**src/rtl/gpio_responder_pkg.sv**
```systemverilog
// Shared definitions for the GPIO responder: register offsets, store sizes
// and the byte-lane enable/alignment helpers used by the bus write path.
package gpio_responder_pkg;

    // Word offsets (Addr[4:2]) of the register map.
    localparam logic [2:0] RegModer    = 3'd0;
    localparam logic [2:0] RegIdr      = 3'd1;
    localparam logic [2:0] RegOdr      = 3'd2;
    localparam logic [2:0] RegEdgeEn   = 3'd3;
    localparam logic [2:0] RegEdgeStat = 3'd4;

    typedef enum logic [1:0] {
        StoreByte = 2'd0,
        StoreHalf = 2'd1,
        StoreWord = 2'd2,
        StoreRsvd = 2'd3
    } store_type_e;

    function automatic logic [3:0] lane_en(input store_type_e st, input logic [1:0] addr_lo);
        logic [3:0] en;
        en = 4'b0000;
        case (st)
            StoreByte: en = 4'b0001 << addr_lo;
            StoreHalf: en = addr_lo[1] ? 4'b1100 : 4'b0011;
            StoreWord: en = 4'b1111;
            default:   en = 4'b0000;
        endcase
        return en;
    endfunction

    // Right-aligned master data is replicated so every enabled lane sees it.
    function automatic logic [31:0] align_wdata(input store_type_e st, input logic [31:0] wdata);
        logic [31:0] al;
        case (st)
            StoreByte: al = {4{wdata[7:0]}};
            StoreHalf: al = {2{wdata[15:0]}};
            default:   al = wdata;
        endcase
        return al;
    endfunction

endpackage

```
**src/rtl/gpio_responder_if.sv**
```systemverilog
// Slave bus interface between the bus master and the GPIO responder.
interface gpio_responder_if;

    logic        sel;
    logic        dataMem_wr_en;
    logic [31:0] Addr;
    logic [31:0] WData;
    logic [1:0]  storeType;
    logic [31:0] SlaveRData;

    modport master (
        output sel,
        output dataMem_wr_en,
        output Addr,
        output WData,
        output storeType,
        input  SlaveRData
    );

    modport slave (
        input  sel,
        input  dataMem_wr_en,
        input  Addr,
        input  WData,
        input  storeType,
        output SlaveRData
    );

endinterface

```
**src/rtl/gpio_sync_edge.sv**
```systemverilog
// Two-flop input synchronizer followed by a per-bit rising-edge detector.
module gpio_sync_edge #(
    parameter int unsigned PORT_W = 8
) (
    input  logic              clk_i,
    input  logic              reset_i,
    input  logic [PORT_W-1:0] gpio_i,
    output logic [PORT_W-1:0] idr_o,
    output logic [PORT_W-1:0] rise_o
);

    logic [PORT_W-1:0] sync1_q;
    logic [PORT_W-1:0] sync2_q;
    logic [PORT_W-1:0] prev_q;

    always_ff @(posedge clk_i) begin
        if (reset_i) begin
            sync1_q <= '0;
            sync2_q <= '0;
            prev_q  <= '0;
        end else begin
            sync1_q <= gpio_i;
            sync2_q <= sync1_q;
            prev_q  <= sync2_q;
        end
    end

    assign idr_o  = sync2_q;
    assign rise_o = sync2_q & ~prev_q;

endmodule

```
**src/rtl/gpio_responder.sv**
```systemverilog
// Memory-mapped GPIO block: direction/output registers, synchronized inputs,
// rising-edge capture with W1C status and a registered level interrupt.
module gpio_responder
    import gpio_responder_pkg::*;
#(
    parameter int unsigned PORT_W = 8
) (
    input  logic                clk,
    input  logic                reset,
    gpio_responder_if.slave     bus,
    input  logic [PORT_W-1:0]   gpio_in,
    output logic [PORT_W-1:0]   gpio_out,
    output logic [PORT_W-1:0]   gpio_oe,
    output logic                irq
);

    logic [PORT_W-1:0] moder_q, moder_d;
    logic [PORT_W-1:0] odr_q, odr_d;
    logic [PORT_W-1:0] edge_en_q, edge_en_d;
    logic [PORT_W-1:0] edge_stat_q, edge_stat_d;
    logic              irq_q, irq_d;

    logic [PORT_W-1:0] idr;
    logic [PORT_W-1:0] rise;

    store_type_e       st;
    logic [2:0]        reg_idx;
    logic              wr_active;
    logic [3:0]        lanes;
    logic [31:0]       wdata_al;
    logic [31:0]       bit_mask;
    logic [PORT_W-1:0] wmask;
    logic [PORT_W-1:0] wval;
    logic [PORT_W-1:0] w1c;
    logic [31:0]       rdata;
    logic              unused_bits;

    gpio_sync_edge #(
        .PORT_W (PORT_W)
    ) u_sync_edge (
        .clk_i   (clk),
        .reset_i (reset),
        .gpio_i  (gpio_in),
        .idr_o   (idr),
        .rise_o  (rise)
    );

    assign st        = store_type_e'(bus.storeType);
    assign reg_idx   = bus.Addr[4:2];
    assign wr_active = bus.sel & bus.dataMem_wr_en;
    assign wdata_al  = align_wdata(st, bus.WData);

    always_comb begin
        lanes = wr_active ? lane_en(st, bus.Addr[1:0]) : 4'b0000;
        for (int b = 0; b < 4; b++) begin
            bit_mask[8*b +: 8] = {8{lanes[b]}};
        end
    end

    // Lanes above PORT_W have no storage; those mask and data bits are dropped.
    assign wmask = bit_mask[PORT_W-1:0];
    assign wval  = wdata_al[PORT_W-1:0];
    assign unused_bits = ^{bus.Addr[31:5], wdata_al, bit_mask};

    always_comb begin
        moder_d   = moder_q;
        odr_d     = odr_q;
        edge_en_d = edge_en_q;
        w1c       = '0;
        case (reg_idx)
            RegModer:    moder_d   = (moder_q & ~wmask) | (wval & wmask);
            RegOdr:      odr_d     = (odr_q & ~wmask) | (wval & wmask);
            RegEdgeEn:   edge_en_d = (edge_en_q & ~wmask) | (wval & wmask);
            RegEdgeStat: w1c       = wval & wmask;
            default:     ;
        endcase
        // Set is applied after clear so a coincident edge wins over W1C.
        edge_stat_d = (edge_stat_q & ~w1c) | (rise & edge_en_q);
        irq_d       = |(edge_stat_q & edge_en_q);
    end

    always_ff @(posedge clk) begin
        if (reset) begin
            moder_q     <= '0;
            odr_q       <= '0;
            edge_en_q   <= '0;
            edge_stat_q <= '0;
            irq_q       <= 1'b0;
        end else begin
            moder_q     <= moder_d;
            odr_q       <= odr_d;
            edge_en_q   <= edge_en_d;
            edge_stat_q <= edge_stat_d;
            irq_q       <= irq_d;
        end
    end

    always_comb begin
        rdata = 32'h0;
        if (bus.sel) begin
            case (reg_idx)
                RegModer:    rdata = 32'(moder_q);
                RegIdr:      rdata = 32'(idr);
                RegOdr:      rdata = 32'(odr_q);
                RegEdgeEn:   rdata = 32'(edge_en_q);
                RegEdgeStat: rdata = 32'(edge_stat_q);
                default:     rdata = 32'h0;
            endcase
        end
    end

    assign bus.SlaveRData = rdata;
    assign gpio_oe        = moder_q;
    assign gpio_out       = odr_q & moder_q;
    assign irq            = irq_q;

endmodule

```
**src/flat_wrapper.sv**
```systemverilog
// flat-port wrapper written by rule: the top's interface ports become plain ports
module gpio_responder_flat import gpio_responder_pkg::*;
#(
    parameter int unsigned PORT_W = 8
)
  (clk, reset, gpio_in, gpio_out, gpio_oe, irq, bus_sel, bus_dataMem_wr_en, bus_Addr, bus_WData, bus_storeType, bus_SlaveRData);
  gpio_responder_if bus_i ();
  input  logic clk;
  input  logic reset;
  input  logic [PORT_W-1:0] gpio_in;
  output logic [PORT_W-1:0] gpio_out;
  output logic [PORT_W-1:0] gpio_oe;
  output logic irq;
  input wire logic [$bits(bus_i.sel)-1:0] bus_sel;
  input wire logic [$bits(bus_i.dataMem_wr_en)-1:0] bus_dataMem_wr_en;
  input wire logic [$bits(bus_i.Addr)-1:0] bus_Addr;
  input wire logic [$bits(bus_i.WData)-1:0] bus_WData;
  input wire logic [$bits(bus_i.storeType)-1:0] bus_storeType;
  output wire logic [$bits(bus_i.SlaveRData)-1:0] bus_SlaveRData;
  assign bus_i.sel = bus_sel;
  assign bus_i.dataMem_wr_en = bus_dataMem_wr_en;
  assign bus_i.Addr = bus_Addr;
  assign bus_i.WData = bus_WData;
  assign bus_i.storeType = bus_storeType;
  assign bus_SlaveRData = bus_i.SlaveRData;
  gpio_responder #(.PORT_W(PORT_W)) u_core (.clk(clk), .reset(reset), .bus(bus_i), .gpio_in(gpio_in), .gpio_out(gpio_out), .gpio_oe(gpio_oe), .irq(irq));
endmodule
```
**config.mk**
```make
export PLATFORM = sky130hd
export DESIGN_NAME = gpio_responder_flat
export DESIGN_NICKNAME = d
export VERILOG_FILES = /design/src/rtl/gpio_responder_pkg.sv /design/src/rtl/gpio_responder_if.sv /design/src/rtl/gpio_sync_edge.sv /design/src/rtl/gpio_responder.sv /design/src/flat_wrapper.sv
export SDC_FILE = /design/constraint.sdc
export NUM_CORES = 1
export LEC_CHECK = 0
export BUFFER_PORTS_ARGS = -buffer_cell sky130_fd_sc_hd__buf_2
export CAP_MARGIN = 20
export CORE_ASPECT_RATIO = 1.25
export CORE_MARGIN = 2
export CORE_UTILIZATION = 47
export DETAILED_ROUTE_END_ITERATION = 10
export MAX_ROUTING_LAYER = met4
export PLACE_DENSITY = 0.8
export SYNTH_ARGS = -nofsm -noshare
export SYNTH_HDL_FRONTEND = slang
export SYNTH_HIERARCHICAL = 1
export SYNTH_SLANG_ARGS = --single-unit
```
**constraint.sdc**
```tcl
create_clock -name clk -period 1.8 [get_ports clk]
set_input_delay 0.18 -clock clk [delete_from_list [all_inputs] [get_ports clk]]
set_output_delay 0.18 -clock clk [all_outputs]
set_load 0.02 [all_outputs]
```
# ---- After elaboration in Yosys (flattened, before gate mapping)
# Cells that the tools add are included.
dict set report word_totals {
  register_bits 57
  latch_bits 0
  ramBits 0
  mem_bits_ro 0
  input_bits 78
  output_inout_bits 49
  memories 0
}
dict set report op_classes {
  addsub 0
  multipliers 0
  div 0
  order_cmp 0
  n_eq_ne 6
  n_shift 1
  n_mux 6
  bitwise 17
  reduce_logical 3
}
# cell n
set op_table {}
lappend op_table {{bitwise AND 8 bit} 9}
lappend op_table {{case mux 8 bit (5 select lines)} 1}
lappend op_table {{two-way mux 32 bit} 1}
lappend op_table {{bitwise OR 8 bit} 4}
lappend op_table {{NOT 8 bit} 3}
lappend op_table {{two-way mux 8 bit} 1}
lappend op_table {{OR reduction 8 bit} 1}
lappend op_table {{== test 3 x 2 -> 1 bit (second input constant)} 2}
lappend op_table {{== test 3 x 1 -> 1 bit (second input constant)} 1}
lappend op_table {{== test 3 bit (second input constant)} 1}
lappend op_table {{logical NOT 3 bit} 1}
lappend op_table {{case mux 1 bit (3 select lines)} 1}
lappend op_table {{== test 2 x 1 -> 1 bit (second input constant)} 1}
lappend op_table {{== test 2 bit (second input constant)} 1}
lappend op_table {{logical NOT 2 bit} 1}
lappend op_table {{two-way mux 1 bit} 2}
lappend op_table {{<< shifter 1 x 2 -> 1 bit (first input constant)} 1}
lappend op_table {{bitwise AND 1 bit} 1}

# ---- Longest topological paths before layout
dict set report depth {
  depth_word 8
  depth_mapped 6
  depth_no_buf 4
}

# ---- Hierarchy
# Netlist, hierarchy kept.
# module instances cells_per_inst area_each_um2 seq_area_each_um2
set modules_own_cells {}
lappend modules_own_cells {gpio_responder 1 224 2006.9 660.6}
lappend modules_own_cells {gpio_sync_edge 1 58 743.2 480.5}

# ---- Least setup slack after synthesis
# OpenSTA, ideal clock, no wires.
dict set report synth_path {
  path_type {input -> output}
  start {in bus_Addr[3]}
  end {out bus_SlaveRData[0]}
  t_arrival_ns 1.329
  required_ns 1.620
  slack_ns 0.291
  path_stages 4
  n_path_buf 1
  path_cell_list {clkbuf_1 or2_2 a21boi_0 and2_1}
}
dict set report synth_via {
  elab_chain_len 3
}
# item line
set synth_lines {}
lappend synth_lines {{from (decl)} flat_wrapper.sv:16} ;# input wire logic [$bits(bus_i.Addr)-1:0] bus_Addr;
lappend synth_lines {{== test 3 bit (tied with other cells)} gpio_responder.sv:101} ;# case (reg_idx)
lappend synth_lines {{case mux 8 bit (5 select lines) *} gpio_responder.sv:101}
lappend synth_lines {{two-way mux 32 bit *} gpio_responder.sv:100} ;# if (bus.sel) begin
lappend synth_lines {{to (decl)} flat_wrapper.sv:19} ;# output wire logic [$bits(bus_i.SlaveRData)-1:0] bus_SlaveRData;
# Every way passes the cells marked *; elsewhere a longest branch is shown, timed or not.

==> results.sh <==
export IMPL_status="complete, no violations"
export IMPL_holdPathEnd="u_core/edge_stat_q[6]"
export IMPL_rsz0062_at_grt="false"
export IMPL_setup_tns_ns=0
export IMPL_reg2reg_to="u_core/edge_stat_q[3]"
export IMPL_vdd_ir_drop_max_mv=0.5565
export IMPL_hold_start="bus_WData[6]"
export IMPL_synth_edf_count=0
export IMPL_post_cts_setup_buffers=0
export IMPL_ctsHoldBuffers=0
export IMPL_placed_area_um2=3023
export IMPL_reg2reg_depth=3
export IMPL_track_usage_pct=18.29
export IMPL_post_route_cell_area_um2=3238
export IMPL_setup_ws_ns=0.09090
export IMPL_clock_latency_ns=0.32
export IMPL_yosysWarningCount=6
export IMPL_synth_area_um2=2750
export IMPL_min_period_ns=1.709
export IMPL_cts_sinks=57
export IMPL_cp_slowest_cell="dfxtp_1"
export IMPL_place_ws_ns=0.04955
export IMPL_ioPinCount=127
export IMPL_clock_skew_final_ns=0.01031
export IMPL_reg2reg_slack_ns=0.81
export IMPL_globalRouteOverflowTotal=0
export IMPL_critPathRequiredTime_ns=1.62
export IMPL_grt_first_pass_wirelength_um=8907
export IMPL_finalHoldViolCount=0
export IMPL_die_area_um2=6483
export IMPL_synth_seq_area_share_pct=41.49
export IMPL_path_buf_inv=1
export IMPL_synth_seq_cells=57
export IMPL_ys_flop_type="dfxtp_1"
export IMPL_fin_nets=417
export IMPL_worst_ep_arrival_time_ns=1.53
export IMPL_synth_area_leaders="dfxtp_1 41%, mux2i_1 8.7%, nand2b_1 7.7%"
export IMPL_cts_root_buf="clkbuf_8"
export IMPL_cp_slowest_stage_delay_ns=0.35
export IMPL_grt_pass1_vias=1903
export IMPL_antenna_cells=0
export IMPL_first_iter_violations=139
export IMPL_synthCells=282
export IMPL_ant_nets=0
export IMPL_tightest_slew_ns=0.5997
export IMPL_cp_cell_sequence="mux2_2, a22oi_1, o22ai_1, and2_1, buf_2"
export IMPL_slew_violations=0
export IMPL_timing_slew_headroom_pct=59.68
export IMPL_max_cap_violations=0
export IMPL_worstSetupPathType="reg -> out"
export IMPL_via_per_inst=5.085
export IMPL_layout_filler_cells=523
export IMPL_initial_core_util_pct=47.91
export IMPL_clock_path_buffers=2
export IMPL_vias=2085
export IMPL_p_leak_nw=1.432
export IMPL_setup_viol_count_final=0
export IMPL_wl_per_cell_um=13.31
export IMPL_power_density_nw_per_um2=841.3
export IMPL_cts_tree="built"
export IMPL_synth_cell_type_count=28
export IMPL_synth_most_common_cell="dfxtp_1"
export IMPL_drive_gt1_share_pct=31.10
export IMPL_clk_pin_slew_ns=0.06
export IMPL_period_share_pct=94.95
export IMPL_cp_start_kind="register"
export IMPL_antenna_found_initial=0
export IMPL_grt_max_degree=66
export IMPL_synth_commonest_cells="57 x dfxtp_1, 34 x nand2b_1, 25 x buf_4"
export IMPL_dr_pass1_iters=5
export IMPL_async_flop_share_pct=0
export IMPL_dieWidth_um=72.42
export IMPL_cp_max_fo=5
export IMPL_dp_hpwl_um=4044
export IMPL_detail_route_wirelength_um=5456
export IMPL_drc_errors=0
export IMPL_gp_congestion=0.8289
export IMPL_whs_path_depth=2
export IMPL_synth_top_area_cell="dfxtp_1"
export IMPL_area_growth_pct=17.74
export IMPL_worst_setup_path_end_kind="output port"
export IMPL_final_core_util_pct=56.41
export IMPL_portBuffers=51
export IMPL_critPathTopFamily="flip-flops"
export IMPL_min_path_type="in -> reg"
export IMPL_fp_coreArea_um2=5741
export IMPL_cts_made_buffers=9
export IMPL_postSynthAreaPerCell_um2=9.752
export IMPL_rows=31
export IMPL_synth_top_area_share_pct=41.49
export IMPL_fmax_mhz=585.1
export IMPL_r2r_start="u_core/u_sync_edge/idr_o[3]"
export IMPL_timing_hold_ws_ns=0.06101
export IMPL_htree_num_levels=3
export IMPL_die_h_um=89.53
where the power goes:
group          leakage (nW)  switching (W)  internal, W
registers             0.464      0.0000123      0.00129
logic                 0.858       0.000142    0.0000929
clock network         0.109       0.000481     0.000709
worst max path at each step:
stage / endpoint / depth (start not counted)
2_1_floorplan: bus_SlaveRData[0] / 4
5_1_grt: bus_SlaveRData[3] / 5
3_3_place_gp: bus_SlaveRData[5] / 6
6_report: bus_SlaveRData[0] / 5
4_1_cts: bus_SlaveRData[5] / 6
3_5_place_dp: bus_SlaveRData[5] / 6
kinds of logic (layout without fill, tap and decap cells):
group	count (synthesis)	after routing	share of synthesized area [%]
other cells	1	24	0.1364
mux	32	32	12.01
buf+inv	39	78	9.417
compound gates	48	48	12.47
simple gates	105	105	24.48
flops	57	57	41.49
placed cells by master, fill, tap and decap left out, types with 9 or more instances in the layout:
| cell | instances |
|---|---|
| conb_1 | 24 |
| and2_1 | 17 |
| nor2b_2 | 15 |
| nand2b_1 | 34 |
| clkbuf_8 | 11 |
| buf_2 | 51 |
| nand2_1 | 12 |
| buf_4 | 9 |
| dfxtp_1 | 55 |
| nor2b_1 | 16 |
| a22oi_1 | 19 |
| mux2i_1 | 24 |
layer usage:
| layer | vias up | global-route usage [%] | wire, um | part of all wire [%] |
|---|---|---|---|---|
| met2 | 70 | 30.03 | 2783 | 51 |
| met5 | - | - | 0 | 0 |
| met3 | 6 | 3.946 | 259 | 4.7 |
| met4 | 0 | 7.912 | 67 | 1.2 |
| met1 | 964 | 21.64 | 2345 | 43 |
| li1 | 1045 | - | - | - |
cell type report:
cell class | instances | area [um^2] | share of cell area (%)
Multi-Input combinational cell | 209 | 1444 | 44.59
Timing Repair Buffer | 62 | 362.8 | 11.21
Clock inverter | 5 | 53.80 | 1.662
Tap cell | 66 | 82.58 | 2.550
Sequential cell | 57 | 1144 | 35.32
Clock buffer | 11 | 151.4 | 4.675
repair_timing:
action,4_1_cts,5_1_grt
gates resized for setup,0,4
endpoints found under the setup margin,0,8
hold endpoints to repair,0,0
stage by stage:
stage                     power, W  std cells
after floorplan           0.001521        305
after global placement    0.001553        394
after CTS                 0.002750        410
after detailed placement  0.001559        394
final                     0.002724        410
after global routing      0.002841        410
No activity file was read; power rests on OpenSTA's default activity.
